File: config.mk
export PLATFORM = sky130hd
export DESIGN_NAME = muldiv_ctrl
export DESIGN_NICKNAME = d
export VERILOG_FILES = /design/src/rtl/riscv_pkg.sv /design/src/rtl/muldiv_iter_core.sv /design/src/rtl/muldiv_ctrl.sv
export SDC_FILE = /design/constraint.sdc
export NUM_CORES = 1
export LEC_CHECK = 0
export BUFFER_PORTS_ARGS = -buffer_cell sky130_fd_sc_hd__buf_2
export CAP_MARGIN = 20
export CORE_MARGIN = 10
export CORE_UTILIZATION = 52
export CTS_CLUSTER_DIAMETER = 40
export CTS_CLUSTER_SIZE = 28
export DETAILED_ROUTE_END_ITERATION = 12
export PLACE_DENSITY = 0.77
export SLEW_MARGIN = 25
export SYNTH_ARGS = -nofsm -noshare
export SYNTH_HDL_FRONTEND = slang
export SYNTH_SLANG_ARGS = --single-unit
File: constraint.sdc
create_clock -name CLK -period 5.95 [get_ports CLK]
set_clock_uncertainty 0.05 [all_clocks]
set_input_delay 0.8925 -clock CLK [delete_from_list [all_inputs] [get_ports CLK]]
set_output_delay 0.8925 -clock CLK [all_outputs]
set_load 0.01 [all_outputs]
File: src/rtl/riscv_pkg.sv
// Shared RV32M definitions: M-extension ALU_OP codes, muldiv FSM state encoding
// and the special operand/result values used by divide corner cases.
package riscv_pkg;

  localparam logic [4:0] ALU_MUL     = 5'b11000;
  localparam logic [4:0] ALU_MULH    = 5'b11001;
  localparam logic [4:0] ALU_MULHSU  = 5'b11010;
  localparam logic [4:0] ALU_MULHU   = 5'b11011;
  localparam logic [4:0] ALU_DIV     = 5'b11100;
  localparam logic [4:0] ALU_REM     = 5'b11101;
  localparam logic [4:0] ALU_LUI_FWD = 5'b11110;
  localparam logic [4:0] ALU_REMU    = 5'b11111;

  localparam logic [1:0] ST_IDLE = 2'd0;
  localparam logic [1:0] ST_RUN  = 2'd1;
  localparam logic [1:0] ST_DONE = 2'd2;

  localparam logic [31:0] MIN_INT  = 32'h8000_0000;
  localparam logic [31:0] ALL_ONES = 32'hFFFF_FFFF;

  // 11xxx belongs to the M extension, except the LUI forward code sharing that space.
  function automatic logic is_m_op(input logic [4:0] op);
    return (op[4:3] == 2'b11) && (op != ALU_LUI_FWD);
  endfunction

  function automatic logic is_mul_op(input logic [4:0] op);
    return op[4:2] == 3'b110;
  endfunction

endpackage

File: src/rtl/muldiv_iter_core.sv
// Iterative RV32M datapath: 64-bit shift-add multiplier / restoring divider on
// operand magnitudes, with final sign correction. MULDIV_FAST_MUL_EN adds a
// single-cycle multiplier output.
module muldiv_iter_core
  import riscv_pkg::*;
#(
  parameter int XLEN = 32
) (
  input  logic            clk,
  input  logic            reset,
  input  logic            load_i,
  input  logic            step_i,
  input  logic [4:0]      alu_op_i,
  input  logic [XLEN-1:0] op_a_i,
  input  logic [XLEN-1:0] op_b_i,
  output logic [XLEN-1:0] res_o,
  output logic [XLEN-1:0] fast_res_o
);

  logic [4:0]        op_q, op_d;
  logic [2*XLEN-1:0] acc_q, acc_d, acc_step, prod;
  logic [XLEN-1:0]   opnd_q, opnd_d;
  logic              neg_res_q, neg_res_d;
  logic              neg_rem_q, neg_rem_d;

  logic              a_signed, b_signed, a_neg, b_neg, is_mul;
  logic [XLEN-1:0]   mag_a, mag_b, quo, rem;
  logic [XLEN:0]     add_sum, rem_sh, sub_diff;

  always_comb begin
    is_mul   = is_mul_op(alu_op_i);
    a_signed = alu_op_i inside {ALU_MUL, ALU_MULH, ALU_MULHSU, ALU_DIV, ALU_REM};
    b_signed = alu_op_i inside {ALU_MUL, ALU_MULH, ALU_DIV, ALU_REM};
    a_neg    = a_signed & op_a_i[XLEN-1];
    b_neg    = b_signed & op_b_i[XLEN-1];
    mag_a    = a_neg ? -op_a_i : op_a_i;
    mag_b    = b_neg ? -op_b_i : op_b_i;
  end

  // Multiply keeps {product_hi, multiplier} in acc; divide keeps {remainder, quotient}.
  always_comb begin
    add_sum  = {1'b0, acc_q[2*XLEN-1:XLEN]} + (acc_q[0] ? {1'b0, opnd_q} : '0);
    rem_sh   = acc_q[2*XLEN-1:XLEN-1];
    sub_diff = rem_sh - {1'b0, opnd_q};
    if (is_mul_op(op_q)) begin
      acc_step = {add_sum, acc_q[XLEN-1:1]};
    end else if (!sub_diff[XLEN]) begin
      acc_step = {sub_diff[XLEN-1:0], acc_q[XLEN-2:0], 1'b1};
    end else begin
      acc_step = {rem_sh[XLEN-1:0], acc_q[XLEN-2:0], 1'b0};
    end
  end

  // NOTE: every always_comb output gets a default first so no path can infer a latch.
  always_comb begin
    op_d      = op_q;
    acc_d     = acc_q;
    opnd_d    = opnd_q;
    neg_res_d = neg_res_q;
    neg_rem_d = neg_rem_q;
    if (load_i) begin
      op_d      = alu_op_i;
      acc_d     = {{XLEN{1'b0}}, (is_mul ? mag_b : mag_a)};
      opnd_d    = is_mul ? mag_a : mag_b;
      neg_res_d = a_neg ^ b_neg;
      neg_rem_d = a_neg;
    end else if (step_i) begin
      acc_d = acc_step;
    end
  end

  // Result is taken from the post-step value so the last iteration and the
  // sign correction land on the same edge as DONE entry.
  always_comb begin
    prod = neg_res_q ? -acc_step : acc_step;
    quo  = acc_step[XLEN-1:0];
    rem  = acc_step[2*XLEN-1:XLEN];
    case (op_q)
      ALU_MUL:                        res_o = prod[XLEN-1:0];
      ALU_MULH, ALU_MULHSU, ALU_MULHU: res_o = prod[2*XLEN-1:XLEN];
      ALU_DIV:                        res_o = neg_res_q ? -quo : quo;
      ALU_REM, ALU_REMU:              res_o = neg_rem_q ? -rem : rem;
      default:                        res_o = '0;
    endcase
  end

`ifdef MULDIV_FAST_MUL_EN
  logic [2*XLEN-1:0] fast_a, fast_b, fast_p;

  always_comb begin
    fast_a     = {{XLEN{a_neg}}, op_a_i};
    fast_b     = {{XLEN{b_neg}}, op_b_i};
    fast_p     = fast_a * fast_b;
    fast_res_o = (alu_op_i == ALU_MUL) ? fast_p[XLEN-1:0] : fast_p[2*XLEN-1:XLEN];
  end
`else
  assign fast_res_o = '0;
`endif

  // NOTE: sequential state uses non-blocking assignments only.
  always_ff @(posedge clk) begin
    if (reset) begin
      op_q      <= '0;
      acc_q     <= '0;
      opnd_q    <= '0;
      neg_res_q <= 1'b0;
      neg_rem_q <= 1'b0;
    end else begin
      op_q      <= op_d;
      acc_q     <= acc_d;
      opnd_q    <= opnd_d;
      neg_res_q <= neg_res_d;
      neg_rem_q <= neg_rem_d;
    end
  end

endmodule

File: src/rtl/muldiv_ctrl.sv
// Execute-stage sequencer for RV32M ops: FSM, iteration counter, pipeline stall
// and divide special-case detection. MULDIV_FAST_MUL_EN selects single-cycle multiply.
module muldiv_ctrl
  import riscv_pkg::*;
#(
  parameter int XLEN = 32,
  parameter int ITER = 32
) (
  input  logic            CLK,
  input  logic            RESET,
  input  logic            START,
  input  logic [4:0]      ALU_OP,
  input  logic [XLEN-1:0] OPA,
  input  logic [XLEN-1:0] OPB,
  input  logic            FLUSH,
  output logic            STALL,
  output logic            BUSY,
  output logic [XLEN-1:0] RESULT,
  output logic            RESULT_VALID
);

  localparam int CNT_W = $clog2(ITER);
  localparam logic [CNT_W-1:0] CNT_LAST = CNT_W'(ITER - 1);

`ifdef MULDIV_FAST_MUL_EN
  localparam bit FAST_MUL = 1'b1;
`else
  localparam bit FAST_MUL = 1'b0;
`endif

  logic [1:0]       state_q, state_d;
  logic [CNT_W-1:0] cnt_q, cnt_d;
  logic             busy_q, busy_d;
  logic             valid_q, valid_d;
  logic [XLEN-1:0]  result_q, result_d;

  logic             m_op, accept, special, short_path;
  logic [XLEN-1:0]  special_res, core_res, fast_res;

  always_comb begin
    special     = 1'b0;
    special_res = '0;
    if (OPB == '0) begin
      if (ALU_OP == ALU_DIV) begin
        special     = 1'b1;
        special_res = ALL_ONES;
      end else if (ALU_OP == ALU_REM || ALU_OP == ALU_REMU) begin
        special     = 1'b1;
        special_res = OPA;
      end
    end else if (OPA == MIN_INT && OPB == ALL_ONES) begin
      if (ALU_OP == ALU_DIV) begin
        special     = 1'b1;
        special_res = MIN_INT;
      end else if (ALU_OP == ALU_REM) begin
        special     = 1'b1;
        special_res = '0;
      end
    end
  end

  assign m_op       = is_m_op(ALU_OP);
  assign accept     = START & m_op & ~FLUSH & (state_q == ST_IDLE);
  assign short_path = special | (FAST_MUL & is_mul_op(ALU_OP));

  muldiv_iter_core #(.XLEN(XLEN)) u_core (
    .clk        (CLK),
    .reset      (RESET),
    .load_i     (accept & ~short_path),
    .step_i     (state_q == ST_RUN),
    .alu_op_i   (ALU_OP),
    .op_a_i     (OPA),
    .op_b_i     (OPB),
    .res_o      (core_res),
    .fast_res_o (fast_res)
  );

  always_comb begin
    state_d  = state_q;
    cnt_d    = cnt_q;
    busy_d   = 1'b0;
    valid_d  = 1'b0;
    result_d = result_q;
    case (state_q)
      ST_IDLE: begin
        if (accept) begin
          if (short_path) begin
            state_d  = ST_DONE;
            valid_d  = 1'b1;
            result_d = special ? special_res : fast_res;
          end else begin
            state_d = ST_RUN;
            cnt_d   = '0;
            busy_d  = 1'b1;
          end
        end
      end
      ST_RUN: begin
        if (cnt_q == CNT_LAST) begin
          state_d  = ST_DONE;
          valid_d  = 1'b1;
          result_d = core_res;
        end else begin
          cnt_d  = cnt_q + 1'b1;
          busy_d = 1'b1;
        end
      end
      ST_DONE: state_d = ST_IDLE;
      default: state_d = ST_IDLE;
    endcase
    // An abort discards the in-flight op but keeps the last delivered result.
    if (FLUSH) begin
      state_d  = ST_IDLE;
      cnt_d    = '0;
      busy_d   = 1'b0;
      valid_d  = 1'b0;
      result_d = result_q;
    end
  end

  always_ff @(posedge CLK) begin
    if (RESET) begin
      state_q  <= ST_IDLE;
      cnt_q    <= '0;
      busy_q   <= 1'b0;
      valid_q  <= 1'b0;
      result_q <= '0;
    end else begin
      state_q  <= state_d;
      cnt_q    <= cnt_d;
      busy_q   <= busy_d;
      valid_q  <= valid_d;
      result_q <= result_d;
    end
  end

  assign STALL        = ~RESET & (accept | (state_q == ST_RUN));
  assign BUSY         = busy_q;
  assign RESULT       = result_q;
  assign RESULT_VALID = valid_q;

endmodule

==> metrics.md <==
| Metric | Value |
|---|---|
| Vias per cell | `6.896` |
| Syn_nets | `2,481` |
| Period minus WS final | `5.665 ns` |
| Routability congestion estimate from global placement | `1.069` |
| Max Slew Vio Count | `0` |
| Hold endpoint | `u_core.opnd_q[13]` |
| Post-synth design cell area | `16,050 sq um` |
| VDD IR max | `0.2384 mV` |
| EDFF count, synth | `0` |
| Delay of the slowest cell on the worst path | `0.79 ns` |
| Number of buffers added by the clock tree synthesis step | `17` |
| Number of clock sinks | `144` |
| Path length in cells of the critical path | `16` |
| Placement Cell Area | `17,110 sq um` |
| Post-synthesis cell type count | `98` |
| Setup fix buffers added after clock tree synthesis | `0` |
| Seq cells post-synth | `144` |
| Layout cells sized above 1 | `0.1197` |
| Residual antenna-violating net count after detailed routing | `0` |
| First-pass DRT Iterations | `6` |
| Internal power | `2.166 mW` |
| CP Launch Type | `flop` |
| Final setup viols | `0` |
| Average cell area after synthesis | `6.872 sq um` |
| Highest fanout seen on the critical path | `13` |
| Post-route cell area | `17,680 sq um` |
| Clock transition at path regs | `0.07 ns` |
| Max-slew headroom at the worst pin | `0.3036` |
| CTS tree | `yes` |
| Capture point of the worst reg-to-reg path | `RESULT[21]` |
| Root Driver | `clkbuf_16` |
| Number of warnings issued by yosys | `0` |
| Psw | `1.846 mW` |
| Critical path origin | `u_core.acc_q[52]` |
| Number of global-route vias before repair | `17.60k` |
| Maximum number of pins on one net before global-route repair | `72` |
| Post-placement setup slack | `0.5316 ns` |
| Sequential-to-total area share from yosys stat | `0.1797` |
| Die extent in y | `195.7 um` |
| Switching share of power | `0.4601` |
| Most frequently used flop master after synthesis | `dfxtp_1` |
| Worst Setup Slack, final | `0.2850 ns` |
| Number of resized instances in the post-cts repair step | `0` |
| Die outline area | `38,280 sq um` |
| Worst Min Path Start | `u_core.opnd_q[13]` |
| Standard cell with the maximum stage delay on the critical path | `nor4b_1` |
| Number of DRC violations after detailed-routing iteration 0 | `2,921` |
| Final-layout setup total negative slack | `0 ns` |
| Crit path required time | `6.21 ns` |
| Hold Path Stages | `2` |
| Combinational share of power | `0.481` |
| # IOs | `108` |
| Number of max-cap violations | `0` |
| Areal power density over the cells | `227.0 nW/um^2` |
| Net total in the final layout | `2,531` |
| Share of power burned in the clock network | `0.270` |
| Vias | `19.28k` |
| Post-synthesis async set-or-reset flop share | `0` |
| Largest delay contributor family on the critical path | `simple AND/OR/NAND/NOR gates` |
| Register-to-Register Setup Slack | `0.29 ns` |
| Fin. Hold Viols | `0` |
| Area Growth Syn to Fin | `10.16%` |
| Sequential cell fraction of total power | `0.250` |
| Beginning of the worst register-to-register path | `u_core.acc_q[52]` |
| Run status | `completed` |
| Placeable core region | `30,510 sq um` |
| Arrival time of the worst setup path | `5.92 ns` |
| Width of the chip | `195.7 um` |
| Worst slew pin tran | `1.041 ns` |
| Standard-cell row count | `64` |
| H-tree levels | `4` |
| Worst-case reg-to-reg path depth | `16` |
| Unrepaired setup endpoints after global routing | `no` |
| GRT Resource Usage Total | `0.3726` |
| Count of hold-fix buffers inserted at cts | `0` |
| Source-to-sink clock delay at the later pin of the worst-skew pair | `0.47 ns` |
| List of cells traversed by the critical path | `ha_1, nand2_1, or4_1, nor3_2, a21boi_4, o21ai_1, buf_4, a211oi_1, a211oi_1, buf_4, nor4b_1, nand4b_1, o31ai_1, xnor2_1, a221oi_1, nor4_1` |
| Maximum buffer depth of the clock tree | `2` |
| Leakage component of the power | `6.805 nW` |
| # port buffers | `107` |
| Total routed wirelength | `74.55 mm` |
| Category of the most critical setup path | `reg -> reg` |
| Worst min-delay path category | `reg -> reg` |
| Effective utilization at floorplan | `0.5259` |
| Post-Syn Instances | `2,335` |
| Maximum clock frequency | `0.1765 GHz` |
| Detailed-route wire length per cell | `26.66 um` |
| Crit path capture type | `flop` |
| Initial antenna violation count | `1` |
| Placed wire-length estimate after detailed placement | `58.62 mm` |
| Wire length of the first global-routing pass | `111.4 mm` |
| Post-route clock period utilization | `0.9521` |
| Bufs and invs on worst path | `2` |
| GRT overflow | `0` |
| DRC violation count after routing | `0` |
-- per-layer routing --
metal / part of all wire / vias up / GRT usage
li1: - / 8677 / -
met1: 0.40 / 9082 / 0.4928
met2: 0.41 / 1304 / 0.5328
met3: 0.13 / 217 / 0.1098
met4: 0.058 / 0 / 0.1980
met5: 0 / - / 0
-- layout make-up --
| class | count | area, sq um |
|---|---|---|
| tap | 396 | 495.5 |
| timing repair buffer | 183 | 1121 |
| fill | 2970 | 12830 |
| clock buffer | 18 | 429.2 |
| antenna | 2 | 5.005 |
| multi-input combinational | 1968 | 12350 |
| clock inverter | 14 | 121.4 |
| sequential | 144 | 2883 |
| inverter | 71 | 266.5 |
-- state kept, by name, summed over array words and instances, names as in the netlist --
name              flops
u_core.op_q           5
state_q               2
u_core.neg_rem_q      1
u_core.neg_res_q      1
u_core.acc_q         64
u_core.opnd_q        32
cnt_q                 5
BUSY                  1
RESULT               32
RESULT_VALID          1
-- power groups by stage --
stage / logic, mW / clock network, mW / registers, mW
after floorplan: 1.11 / 0 / 1.01
after global placement: 1.83 / 0 / 1.02
after detailed placement: 1.83 / 0 / 1.02
after CTS: 1.84 / 1.07 / 0.999
after global routing: 2.02 / 1.11 / 1.00
final: 1.93 / 1.08 / 1.00
-- Yosys cell counts, types with 18 or more instances --
cell type | number | share of area
a211oi_1 | 58 | 0.027
a21o_1 | 36 | 0.017
a21oi_1 | 271 | 0.085
a31oi_1 | 37 | 0.014
and2_1 | 45 | 0.018
clkbuf_1 | 127 | 0.030
dfxtp_1 | 144 | 0.18
ha_1 | 71 | 0.055
inv_1 | 70 | 0.016
mux2i_1 | 42 | 0.026
nand2_1 | 263 | 0.062
nand2b_1 | 18 | 0.0070
nand3_1 | 53 | 0.017
nand4_1 | 27 | 0.011
nor2_1 | 256 | 0.060
nor3_1 | 73 | 0.023
nor4_1 | 23 | 0.0090
o211ai_1 | 51 | 0.024
o21a_1 | 18 | 0.0084
o21ai_0 | 127 | 0.040
o22ai_1 | 25 | 0.0097
o31ai_1 | 23 | 0.011
or3_1 | 30 | 0.012
xnor2_1 | 94 | 0.051
xor2_1 | 64 | 0.035
-- stage by stage --
step                      instances  hold slack, ns  total power [mW]    util
after floorplan                2335          0.3903             2.124       -
after global placement         2762          0.4029             2.855  0.5608
after detailed placement       2762          0.4095             2.849  0.5608
after CTS                      2794          0.4185             3.905  0.5789
after global routing           2796          0.4348             4.127  0.5794
final                          2796          0.4218             4.012  0.5794
-- worst max path at each step --
stage / endpoint / slack (ns)
3_5_place_dp: RESULT[22] / 0.53
6_report: RESULT[21] / 0.29
4_1_cts: RESULT[22] / 0.48
2_1_floorplan: RESULT[25] / 1.26
3_3_place_gp: RESULT[22] / 0.63
5_1_grt: RESULT[30] / 0.02
-- cells by family (layout without fill, tap and decap cells) --
group                      count (synthesis)  after routing  share of synthesized area
adders and majority gates                 73             73                    0.05786
AOI/OAI and AO/OA                        806            806                     0.3258
and+or+nand+nor                          884            884                     0.2657
muxes                                     47             47                    0.02971
other                                      0              2                          0
DFF                                      144            144                     0.1797
buffers and inverters                    223            286                    0.05505
xor gates and xnor gates                 158            158                    0.08624
-- cell usage in the layout (no fill, tap or decap), types with 18 or more instances in the layout --
cell / synthesis / final
a211oi_1: 58 / 57
a21o_1: 36 / 36
a21oi_1: 271 / 271
a31oi_1: 37 / 36
and2_1: 45 / 45
buf_2: 13 / 106
buf_4: 2 / 76
dfxtp_1: 144 / 144
ha_1: 71 / 71
inv_1: 70 / 70
mux2i_1: 42 / 42
nand2_1: 263 / 263
nand3_1: 53 / 53
nand4_1: 27 / 27
nor2_1: 256 / 253
nor3_1: 73 / 71
nor4_1: 23 / 22
o211ai_1: 51 / 51
o21a_1: 18 / 18
o21ai_0: 127 / 126
o22ai_1: 25 / 25
o31ai_1: 23 / 23
or3_1: 30 / 29
xnor2_1: 94 / 94
xor2_1: 64 / 64
-- worst reg2reg max path, delay by kind of cell (launching register included) --
kind	cells	cell delay, ns
adder cells (fa/ha/maj)	1	0.57
flip-flops	1	0.39
AO/OA/AOI/OAI	6	1.84
XOR/XNOR	1	0.13
AND/OR/NAND/NOR	6	2.09
buffers and inverters	2	0.44
(Power assumes the default switching activity.)
